`src/rtl/uart_rx.sv`:
```
// ---------------------------------------------------------------------------
// uart_rx : 8N1 serial receiver, LSB first.
//
// The rx pin is asynchronous and goes through a two-flop synchroniser. Every
// decision is made on the synchronised copy only. A start bit is confirmed at
// its centre. The 8 data bits and the stop bit are then sampled at their
// centres. Each good byte is handed to the system side on a valid/ack
// handshake.
//
// Parameters
//   CLK_HZ     system clock frequency in Hz
//   BAUD       line rate in bit/s (CLK_HZ/BAUD must be >= 4)
//
// Ports
//   clk        in   system clock, all logic on posedge
//   rstn       in   synchronous reset, active-low
//   rx         in   serial line, idle high, asynchronous to clk
//   data       out  last accepted byte (registered)
//   valid      out  data holds a byte that has not been acknowledged
//   ack        in   consumer has taken data (only looked at while valid=1)
//   frame_err  out  one-cycle pulse when the stop bit is sampled low
//   overrun    out  sticky; a byte completed while valid=1 and was dropped
//   busy       out  receiver is in any state other than IDLE
// ---------------------------------------------------------------------------
module uart_rx #(
    parameter int CLK_HZ = 100_000_000,
    parameter int BAUD   = 9600
) (
    input  logic       clk,
    input  logic       rstn,
    input  logic       rx,
    output logic [7:0] data,
    output logic       valid,
    input  logic       ack,
    output logic       frame_err,
    output logic       overrun,
    output logic       busy
);

    localparam int DIV   = CLK_HZ / BAUD;
    localparam int HALF  = DIV / 2;
    localparam int CNT_W = $clog2(DIV);

    localparam logic [CNT_W-1:0] CNT_LAST = CNT_W'(DIV - 1);
    localparam logic [CNT_W-1:0] CNT_MID  = CNT_W'(HALF - 1);

    localparam logic [2:0] IDLE    = 3'd0;
    localparam logic [2:0] START   = 3'd1;
    localparam logic [2:0] DATA    = 3'd2;
    localparam logic [2:0] STOP    = 3'd3;
    localparam logic [2:0] WAIT_HI = 3'd4;

    logic             rx_p0;
    logic             rx_p1;
    logic             rx_s;
    logic [2:0]       state;
    logic [CNT_W-1:0] cnt;
    logic [2:0]       bitc;
    logic [7:0]       shreg;

    // Synchroniser: rx -> rx_p0 -> rx_p1 (rx_s)
    assign rx_s = rx_p1;
    assign busy = (state != IDLE);

    always_ff @(posedge clk) begin
        if (!rstn) begin
            rx_p0     <= 1'b1;
            rx_p1     <= 1'b1;
            state     <= IDLE;
            cnt       <= '0;
            bitc      <= '0;
            shreg     <= '0;
            data      <= '0;
            valid     <= 1'b0;
            frame_err <= 1'b0;
            overrun   <= 1'b0;
        end else begin
            rx_p0     <= rx;
            rx_p1     <= rx_p0;
            frame_err <= 1'b0;

            // Consumer handshake. A byte load in the STOP branch below is
            // written later, so it takes priority over this clear.
            if (valid && ack) begin
                valid   <= 1'b0;
                overrun <= 1'b0;
            end

            // Frame stage: start check, bit sampling, stop check
            case (state)
                IDLE: begin
                    cnt <= '0;
                    if (!rx_s) begin
                        state <= START;
                    end
                end

                START: begin
                    if (cnt == CNT_MID) begin
                        cnt  <= '0;
                        bitc <= '0;
                        // A line that is high again at mid start bit was a glitch.
                        state <= rx_s ? IDLE : DATA;
                    end else begin
                        cnt <= cnt + 1'b1;
                    end
                end

                DATA: begin
                    if (cnt == CNT_LAST) begin
                        cnt   <= '0;
                        shreg <= {rx_s, shreg[7:1]};
                        if (bitc == 3'd7) begin
                            state <= STOP;
                        end else begin
                            bitc <= bitc + 1'b1;
                        end
                    end else begin
                        cnt <= cnt + 1'b1;
                    end
                end

                STOP: begin
                    if (cnt == CNT_LAST) begin
                        cnt <= '0;
                        if (rx_s) begin
                            state <= IDLE;
                            // An ack in this same cycle frees the holding
                            // register, so the new byte is loaded instead of
                            // being counted as an overrun.
                            if (!valid || ack) begin
                                data  <= shreg;
                                valid <= 1'b1;
                            end else begin
                                overrun <= 1'b1;
                            end
                        end else begin
                            frame_err <= 1'b1;
                            state     <= WAIT_HI;
                        end
                    end else begin
                        cnt <= cnt + 1'b1;
                    end
                end

                WAIT_HI: begin
                    // Holding off until the line is high again keeps a break
                    // or a stuck-low line from starting a new frame.
                    cnt <= '0;
                    if (rx_s) begin
                        state <= IDLE;
                    end
                end

                default: begin
                    cnt   <= '0;
                    state <= IDLE;
                end
            endcase
        end
    end

endmodule

```
`config.mk`:
```
export PLATFORM = sky130hd
export DESIGN_NAME = uart_rx
export DESIGN_NICKNAME = d
export VERILOG_FILES = /design/src/rtl/uart_rx.sv
export SDC_FILE = /design/constraint.sdc
export NUM_CORES = 1
export LEC_CHECK = 0
export ABC_AREA = 1
export CORE_ASPECT_RATIO = 0.75
export CORE_MARGIN = 2
export CORE_UTILIZATION = 60
export CTS_BUF_LIST = sky130_fd_sc_hd__clkbuf_2
export DETAILED_ROUTE_END_ITERATION = 7
export PLACE_DENSITY = 0.9
export SLEW_MARGIN = 10
export SYNTH_ARGS = -nofsm -noshare
export SYNTH_HDL_FRONTEND = slang
export SYNTH_SLANG_ARGS = --single-unit
```
`constraint.sdc`:
```
create_clock -name clk -period 2.1 [get_ports clk]
set_clock_uncertainty 0.2 [all_clocks]
set_input_delay 0.42 -clock clk [delete_from_list [all_inputs] [get_ports clk]]
set_output_delay 0.42 -clock clk [all_outputs]
set_load 0.1 [all_outputs]
```
; After elaboration in Yosys (flattened, before gate mapping)
; Index checks and enable logic that the tools add are counted.
[totals]
regBits = 41
inputBits = 4
output_inout_bits = 12
word_cells = 65
[classes]
n_addsub = 2
n_eq_ne = 14
n_mux = 27
reduce_logical = 12
[ops]
columns = operator, n
row1 = 2-to-1 mux 3 bit, 10
row2 = 2-to-1 mux 14 bit, 2
row3 = case mux 14 bit (2 select lines), 1
row4 = case mux 3 bit (5 select lines), 1
row5 = "adder 14 x 1 -> 14 bit, second input constant", 1
row6 = "equality test 14 x 13 -> 1 bit, second input constant", 1
row7 = "equality test 14 bit, second input constant", 1
row8 = "!= test 2 bit, second input constant", 7
row9 = 2-to-1 mux 1 bit, 11
row10 = AND reduction 4 bit, 2
row11 = "equality test 3 x 2 -> 1 bit, second input constant", 2
row12 = "equality test 3 bit, second input constant", 2
row13 = case mux 3 bit (2 select lines), 1
row14 = AND reduction 6 bit, 1
row15 = "adder 3 x 1 -> 3 bit, second input constant", 1
row16 = "equality test 3 x 1 -> 1 bit, second input constant", 1
row17 = zero test 3 bit, 1
row18 = AND reduction 3 bit, 1
row19 = nonzero test 3 bit, 1
row20 = 2-to-1 mux 2 bit, 1
row21 = AND reduction 2 bit, 1
row22 = nonzero test 2 bit, 1
row23 = OR reduction 2 bit, 1
row24 = logical AND 1 bit, 1
row25 = 2 further kinds, 2

; Depth between registers and ports, before layout
; Gate-level depths: netlist of the first run.
[depth]
word_depth = 6
depth_mapped = 12
mapped_depth_nobuf = 12

; Least setup slack after synthesis of the first run
; No wires, ideal clock.
[synth_path]
path_type = register to register
from = register valid
to = register data[0]
setup_ns = 0.065
arrival_ns = 1.911
required_ns = 1.835
slack_ns = -0.076
path_stages_with_launch = 7
path_buffers = 0
synth_period_minus_slack_ns = 2.176
path_cell_list = dfxtp_1 > inv_1 > nor2_1 > clkinv_1 > nand3b_1 > nand2_1 > nor2_1
[synth_between]
elab_chain_len = 3
[synth_lines]
columns = item, line_no
row1 = "start, declared", 33  ; output logic valid,
row2 = "start signal, assigned", 74  ; valid <= 1'b0;
row3 = "start signal, assigned", 85  ; valid <= 1'b0;
row4 = "start signal, assigned", 133  ; valid <= 1'b1;
row5 = zero test 1 bit, 131  ; if (!valid || ack) begin
row6 = logical OR 1 bit, 131
row7 = AND reduction 4 bit (no source line), n/a
row8 = "end signal, assigned", 132  ; data <= shreg;
row9 = "end, declared", 32  ; output logic [7:0] data,
; Every way passes these cells.
; A chain may end at the register's enable or synchronous reset.

; Final worst setup path of the first run
[layout_path]
from = register state[0]
to = output busy
[layout_between]
elab_chain_len = 1
[layout_lines]
columns = item, line_no
row1 = "start, declared", 56  ; logic [2:0] state;
row2 = "start signal, assigned", 103  ; state <= rx_s ? IDLE : DATA;
row3 = nonzero test 3 bit, 63  ; assign busy = (state != IDLE);
row4 = "end, declared", 37  ; output logic busy
; Every way passes these cells.

==> results of run 1 <==
==> cell usage in the layout (no fill, tap or decap), types with 6 or more instances in the layout <==
cell / Yosys / final
o21ai_0: 12 / 12
a21oi_1: 15 / 15
nor2_1: 57 / 56
xor2_1: 6 / 6
nand3_1: 19 / 19
dfxtp_1: 41 / 40
nor2_2: 6 / 7
buf_12: 0 / 12
nand2_1: 54 / 54
inv_1: 38 / 38
==> cells by family (layout without fill, tap and decap cells) <==
| kind of cell | Yosys count | after routing | share of synthesized area [%] |
|---|---|---|---|
| AOI/OAI and AO/OA | 28 | 28 | 7.18 |
| DFF | 41 | 41 | 41.0 |
| adders and majority gates | 4 | 4 | 2.50 |
| buffers and inverters | 45 | 67 | 9.31 |
| and+or+nand+nor | 153 | 153 | 36.1 |
| xor gates and xnor gates | 9 | 9 | 3.94 |
==> worst max-delay path, stage by stage (launching register included) <==
cell	delay, ps
dfxtp_1	540
nor2_2	100
nand2_1	110
buf_12	180
==> state kept, by name, indices dropped and copies added, names as in the netlist <==
signal     count
cnt           14
state          3
data           8
bitc           3
rx_p1          1
shreg          8
rx_p0          1
frame_err      1
overrun        1
valid          1
==> worst max path at each step <==
stage               slack, ps  cells past startpoint      end
floorplan                 250                      6  data[0]
global placement          230                      8  data[7]
detailed placement        150                      8  data[7]
CTS                       100                      3     busy
global route               50                      9  data[7]
finish                    120                      3     busy
==> cell type report <==
type / instances / area (µm²)
multi-input cells: 194 / 998
fillers: 236 / 833
flip-flops and latches: 41 / 822
repair buffers: 18 / 293
inverters: 41 / 156
clock inverters: 3 / 65.1
well taps: 40 / 50.0
clock buffers: 5 / 25.0
==> per-layer routing <==
metal  wire length (µm)  vias up
met4                 74        0
met3                192        7
met1               1990      806
li1                   -      904
met5                  0        -
met2               1890       41
==> metrics by stage <==
| stage | power [µW] | std cells |
|---|---|---|
| after floorplan | 1470 | 280 |
| after global placement | 1630 | 333 |
| after detailed placement | 1660 | 333 |
| after CTS | 2250 | 341 |
| after global routing | 2360 | 342 |
| final | 2250 | 342 |
==> report_power, final <==
| group | total (µW) | switching (µW) | internal, µW |
|---|---|---|---|
| Clock | 583 | 264 | 319 |
| Combinational | 785 | 519 | 266 |
| Sequential | 886 | 55.2 | 831 |
| Total | 2250 | 838 | 1420 |
==> timing repair <==
action	CTS	global route
endpoints found under the setup margin	0	5
resized for setup	0	1
buffers inserted	0	1
==> impl_results.md, run 1 <==
- Routed wire length: a little over 4000 µm
- Top FF cell, synth: dfxtp_1
- Hold depth: 1
- Met1 usage: between 20% and 30%
- Hold-fix buffers, CTS: 0
- ANT cells: 0
- CP Data Required Time: about 1500 ps
- Critical Path Start Type: flop
- Layout cells sized above 1: about 15%
- Drt first pass iters: 4
- Grt met3 use: 5.43%
- Worst Tran Pin Value: 328 ps
- DRT iter0 DRCs: about 160
- Min Tclk post-route: 1980 ps
- FF-to-FF path depth: 9
- Top Ports: 16
- Busiest grt layer: met2
- Lkg Pwr: 0.00103 µW
- DP Worst Slack: between 150 and 200 ps
- Total track usage: a little under a quarter
- Number of global-route vias before repair: approximately 1.5k
- Net Count, Synth: around 290
- Worst R2R Setup Slack: 140 ps
- Max Freq: about 500 MHz
- Total grt overflow: 0
- Synth Instances: 280
- Hpwl dp: ~2900 µm
- FFs w/ async S/R, synth: 0%
- R2r endpoint: data[7]
- Number of synthesized register bits: 41
- DRT antenna net count: 0
- Vias/cell: roughly 5.1
- Grt met2 use: 37.2%
- Drt drc: 0
- CP Launch Point: state[0]
- Crit Path Category: flop to primary output
- Initial antenna violation count: 0
- Clock transition at the registers of the reported paths: approximately 230 ps
- Clock insertion delay at the later pin of the skew report: roughly 430 ps
- Post-synth EDFFs: 0
- Setup WS post-layout: between 100 and 150 ps
- TNS Setup: 0 ps
- Mean Syn Cell Area: about 7.2 µm²
- Post-synth cell types: 29
- Min Hold Slack: between 200 and 300 ps
- Maximum vdd drop: about 0.66 mV
- Post-layout util: 74.3%
- Deepest clock path buffer count: 2
- Vias: ~1.8k
- H-tree levels: 2
- DP Area: 2300 µm²
- Root Buffer: clkbuf_2
- Port bufs: 15
- Share of the synthesized area in the top cell type: 41.0%
- # rows: 18
- Layout net count: approximately 310
- Hold Path Class: flop to flop
- CP Max Fanout: 6
- Tcrit/Tclk final: a little over nine tenths
- Final Max Slew Viols: 0
- Final Setup Violations: 0
- HP Start: rx_p0
- Sequential share of the synthesized area: about two fifths
- GP Congestion: between 0.8 and 0.9
- P&R area growth vs syn: 20.3%
- WHS Endpoint: rx_p1
- Largest net degree at the start of global routing: 24
- Synth warnings: 0
- Die height: around 54 µm
- Clock Sinks: between 40 and 50
- Final Hold Viols: 0
- Power per cell area: a little over 900 nW/µm²
- Synth top cells by count: nor2_1, nand2_1, dfxtp_1
- CP Capture Type: primary output
- Die Wd: just over 70 µm
- Max cap viols: 0
- Wire per inst: 12.1 µm
- Initial core utilization: between 60% and 70%
- CTS buffer count: 5
- CTS tree: built
- Worst Path Arrival: ~1400 ps
- Post-route design area: approximately 2400 µm²
- Post-Syn Area: 2000 µm²
- Cell taking the most area after synthesis: dfxtp_1
- Reg-to-Reg Start: cnt[0]
- RSZ-0062 raised after global routing: false
- Synth top area cells: dfxtp_1, nor2_1, nand2_1
- Core area: 3240 µm²
- Die Area: 3820 µm²
- Most common cell in the synthesized netlist: nor2_1
- Status: complete, no violations
- Global-route wire length before repair: about 6700 µm
- Slew Limit Headroom: around four fifths
(Power assumes the default switching activity.)
==> run 2, diff against run 1 <==
--- a/config.mk
+++ b/config.mk
@@ -7,11 +7,11 @@
 export LEC_CHECK = 0
 export ABC_AREA = 1
 export CORE_ASPECT_RATIO = 0.75
-export CORE_MARGIN = 2
-export CORE_UTILIZATION = 60
+export CORE_MARGIN = 5
+export CORE_UTILIZATION = 55
 export CTS_BUF_LIST = sky130_fd_sc_hd__clkbuf_2
 export DETAILED_ROUTE_END_ITERATION = 7
-export PLACE_DENSITY = 0.9
+export PLACE_DENSITY = 0.84
 export SLEW_MARGIN = 10
 export SYNTH_ARGS = -nofsm -noshare
 export SYNTH_HDL_FRONTEND = slang
==> run 2 against run 1 <==
Via count fell by 0.46%. Final area down 0.16%. First-iteration DRC count fell by 25%. Sequential cell count unchanged. Sequential share of layout area up 0.053 points. Combinational power decreased by 2%. Register-to-register slack improved by 30 ps. Largest cell class unchanged. Highest routed layer unchanged.
==> impl_results.md, run 2 (same netlist as run 1, synthesis figures left out) <==
- Number of flip-flops in the largest register: 14 (unchanged)
- Worst R2R Setup Slack: 170 ps (+30 ps)
- Total track usage: 17.5% (-5.2 points)
- Vias: 1750 (-0.46%)
- Vias/cell: 4.93 (-4.1%)
- Reg-to-Reg Start: cnt[0]
- Layout net count: 310 (+0.32%)
- Core area: 3590 µm² (+11%)
- Max cap viols: 0 (unchanged)
- Top Ports: 16 (unchanged)
- Post-layout util: 67.0% (-7.3 points)
- Max Freq: 513 MHz (+1.7%)
- Worst Tran Pin Value: 308 ps (-20.5 ps)
- Die Wd: 79.7 µm (+13%)
- Final Power: 2100 µW (-6.7%)
- Combinational share of power: 36.5% (+1.7 points)
- Hold Path Class: flop to flop
- TNS Setup: 0 ps (unchanged)
- Most common cell after layout, fill and taps aside: nor2_1
- P&R area growth vs syn: 20.1%
- Worst setup endpoint: busy
- CP Launch Point: state[0]
- Final Max Slew Viols: 0 (unchanged)
- Post-cts sizing count: 0 (unchanged)
- Die Area: 4960 µm² (+30%)
- Fin cells: 355 (+3.8%)
- Placed cells: 346 (+3.9%)
- GP Congestion: 0.869 (+4.0%)
- Port bufs: 15 (unchanged)
- Routed wire length: 4080 µm (-1.4%)
- Deepest clock path buffer count: 2 (unchanged)
- DRT iter0 DRCs: 120 (-25%)
- RSZ-0062 raised after global routing: false
- Die height: 62.3 µm (+15%)
- CP Max Fanout: 6 (unchanged)
- CTS tree: built
- CP Data Required Time: 1480 ps (about the same)
- Number of global-route vias before repair: 1511 (-1.9%)
- Total grt overflow: 0 (unchanged)
- Psw: 813 µW (-3.0%)
- Min Tclk post-route: 1950 ps (-33.3 ps)
- Worst Path Arrival: 1330 ps (-30 ps)
- Wire per inst: 11.5 µm (-5.0%)
- Min Hold Slack: 283 ps (+0.200 ps)
- Sequential power share: 41.9% (+2.6 points)
- FF-to-FF path depth: 9 (unchanged)
- Final Hold Viols: 0 (unchanged)
- Drt drc: 0 (unchanged)
- Tcrit/Tclk final: 92.8% (-1.6 points)
- R2r endpoint: data[7]
- HP Start: shreg[2]
- Crit Path Category: flop to primary output
- Initial core utilization: 55.8% (-6.0 points)
- DRT antenna net count: 0 (unchanged)
- Layout cells sized above 1: 14.5% (-0.38 points)
- FILL cells: 301 (+28%)
- H-tree levels: 2 (unchanged)
- CTS buffer count: 5 (unchanged)
- CP Capture Type: primary output
- Lkg Pwr: 0.00102 µW (-1.1%)
- Switch share: 38.7% (+1.5 points)
- Final Setup Violations: 0 (unchanged)
- Global-route wire length before repair: 6900 µm (+3.5%)
- Status: complete, no violations
- ANT cells: 0 (unchanged)
- Most frequent cells in the layout: nor2_1, nand2_1, dfxtp_1
- Initial antenna violation count: 0 (unchanged)
- P_int: 1290 µW (-8.8%)
- Clock transition at the registers of the reported paths: 200 ps (-30 ps)
- Power per cell area: 875 nW/µm² (-6.5%)
- Largest reg by FF count: cnt
- Clock Sinks: 41 (unchanged)
- Top flop regs: cnt (14), data (8), shreg (8)
- Largest net degree at the start of global routing: 24 (unchanged)
- Maximum vdd drop: 0.402 mV (-39%)
- Clock insertion delay at the later pin of the skew report: 410 ps (-20 ps)
- Slew Limit Headroom: 79.4% (+1.4 points)
- Root Buffer: clkbuf_2
- Critical Path Start Type: flop
- Drt first pass iters: 4 (unchanged)
- Clock Power Share: 21.6% (-4.3 points)
- Hpwl dp: 3010 µm (+3.7%)
- # rows: 19 (+1)
-- run 2: changes by cell type in the layout (fill, tap and decap cells not counted), sizes merged --
cell and delta:
clkinvlp +1, buf +1, bufinv -1
-- run 2: repair_timing --
action | CTS | global route
setup buffers | 0 | 1
hold buffers | 0 | 0
endpoints found under the setup margin | 0 | 3
endpoints found under the hold margin | 0 | 0
-- run 2: final cells by class --
class                      instances  area (µm²)  area share (%)
clock inverter                     3        41.3            1.72
clock buffer                       5        25.0            1.04
inverter                          41         156            6.50
tap                               52        65.1            2.70
multi-input combinational        194         996            41.4
timing repair buffer              19         300            12.5
sequential                        41         822            34.2
-- run 2: power by group through the flow --
stage               Sequential, µW  Combinational [µW]  Clock (µW)
floorplan                      882                 590           0
global placement               893                 740           0
detailed placement             895                 766           0
CTS                            879                 768         464
global route                   892                 837         501
finish                         881                 768         455
-- run 2: worst min path at each step --
stage	end	cells past startpoint	slack [ps]
floorplan	rx_p1	1	190
finish	shreg[1]	2	280
global route	shreg[1]	2	320
global placement	rx_p1	1	210
detailed placement	rx_p1	1	240
CTS	shreg[1]	2	280
-- run 2: metal layers --
metal / track usage, % / vias up / share of wire, %
met2: 25.5 / 50 / 44
met1: 24.6 / 780 / 49
met5: 0 / - / 0
met4: 7.73 / 0 / 2.0
met3: 3.47 / 8 / 5.0
li1: - / 912 / -
-- run 2: worst max-delay path, stage by stage (launching register included) --
cell	delay (ps)
dfxtp_1	410
nor2_1	200
nand2_1	130
buf_12	190
-- run 2: stage by stage --
stage	area [µm²]	setup slack, ps
finish	2410	152
global route	2410	48.2
CTS	2390	116
detailed placement	2320	159
global placement	2320	227
floorplan	2000	251
==> run 3, diff against run 2 <==
--- a/config.mk
+++ b/config.mk
@@ -6,6 +6,7 @@
 export NUM_CORES = 1
 export LEC_CHECK = 0
 export ABC_AREA = 1
+export CAP_MARGIN = 20
 export CORE_ASPECT_RATIO = 0.75
 export CORE_MARGIN = 5
 export CORE_UTILIZATION = 55
==> results of run 3 <==
Same layout as run 2: the final DEF is identical, and so are final timing and power.
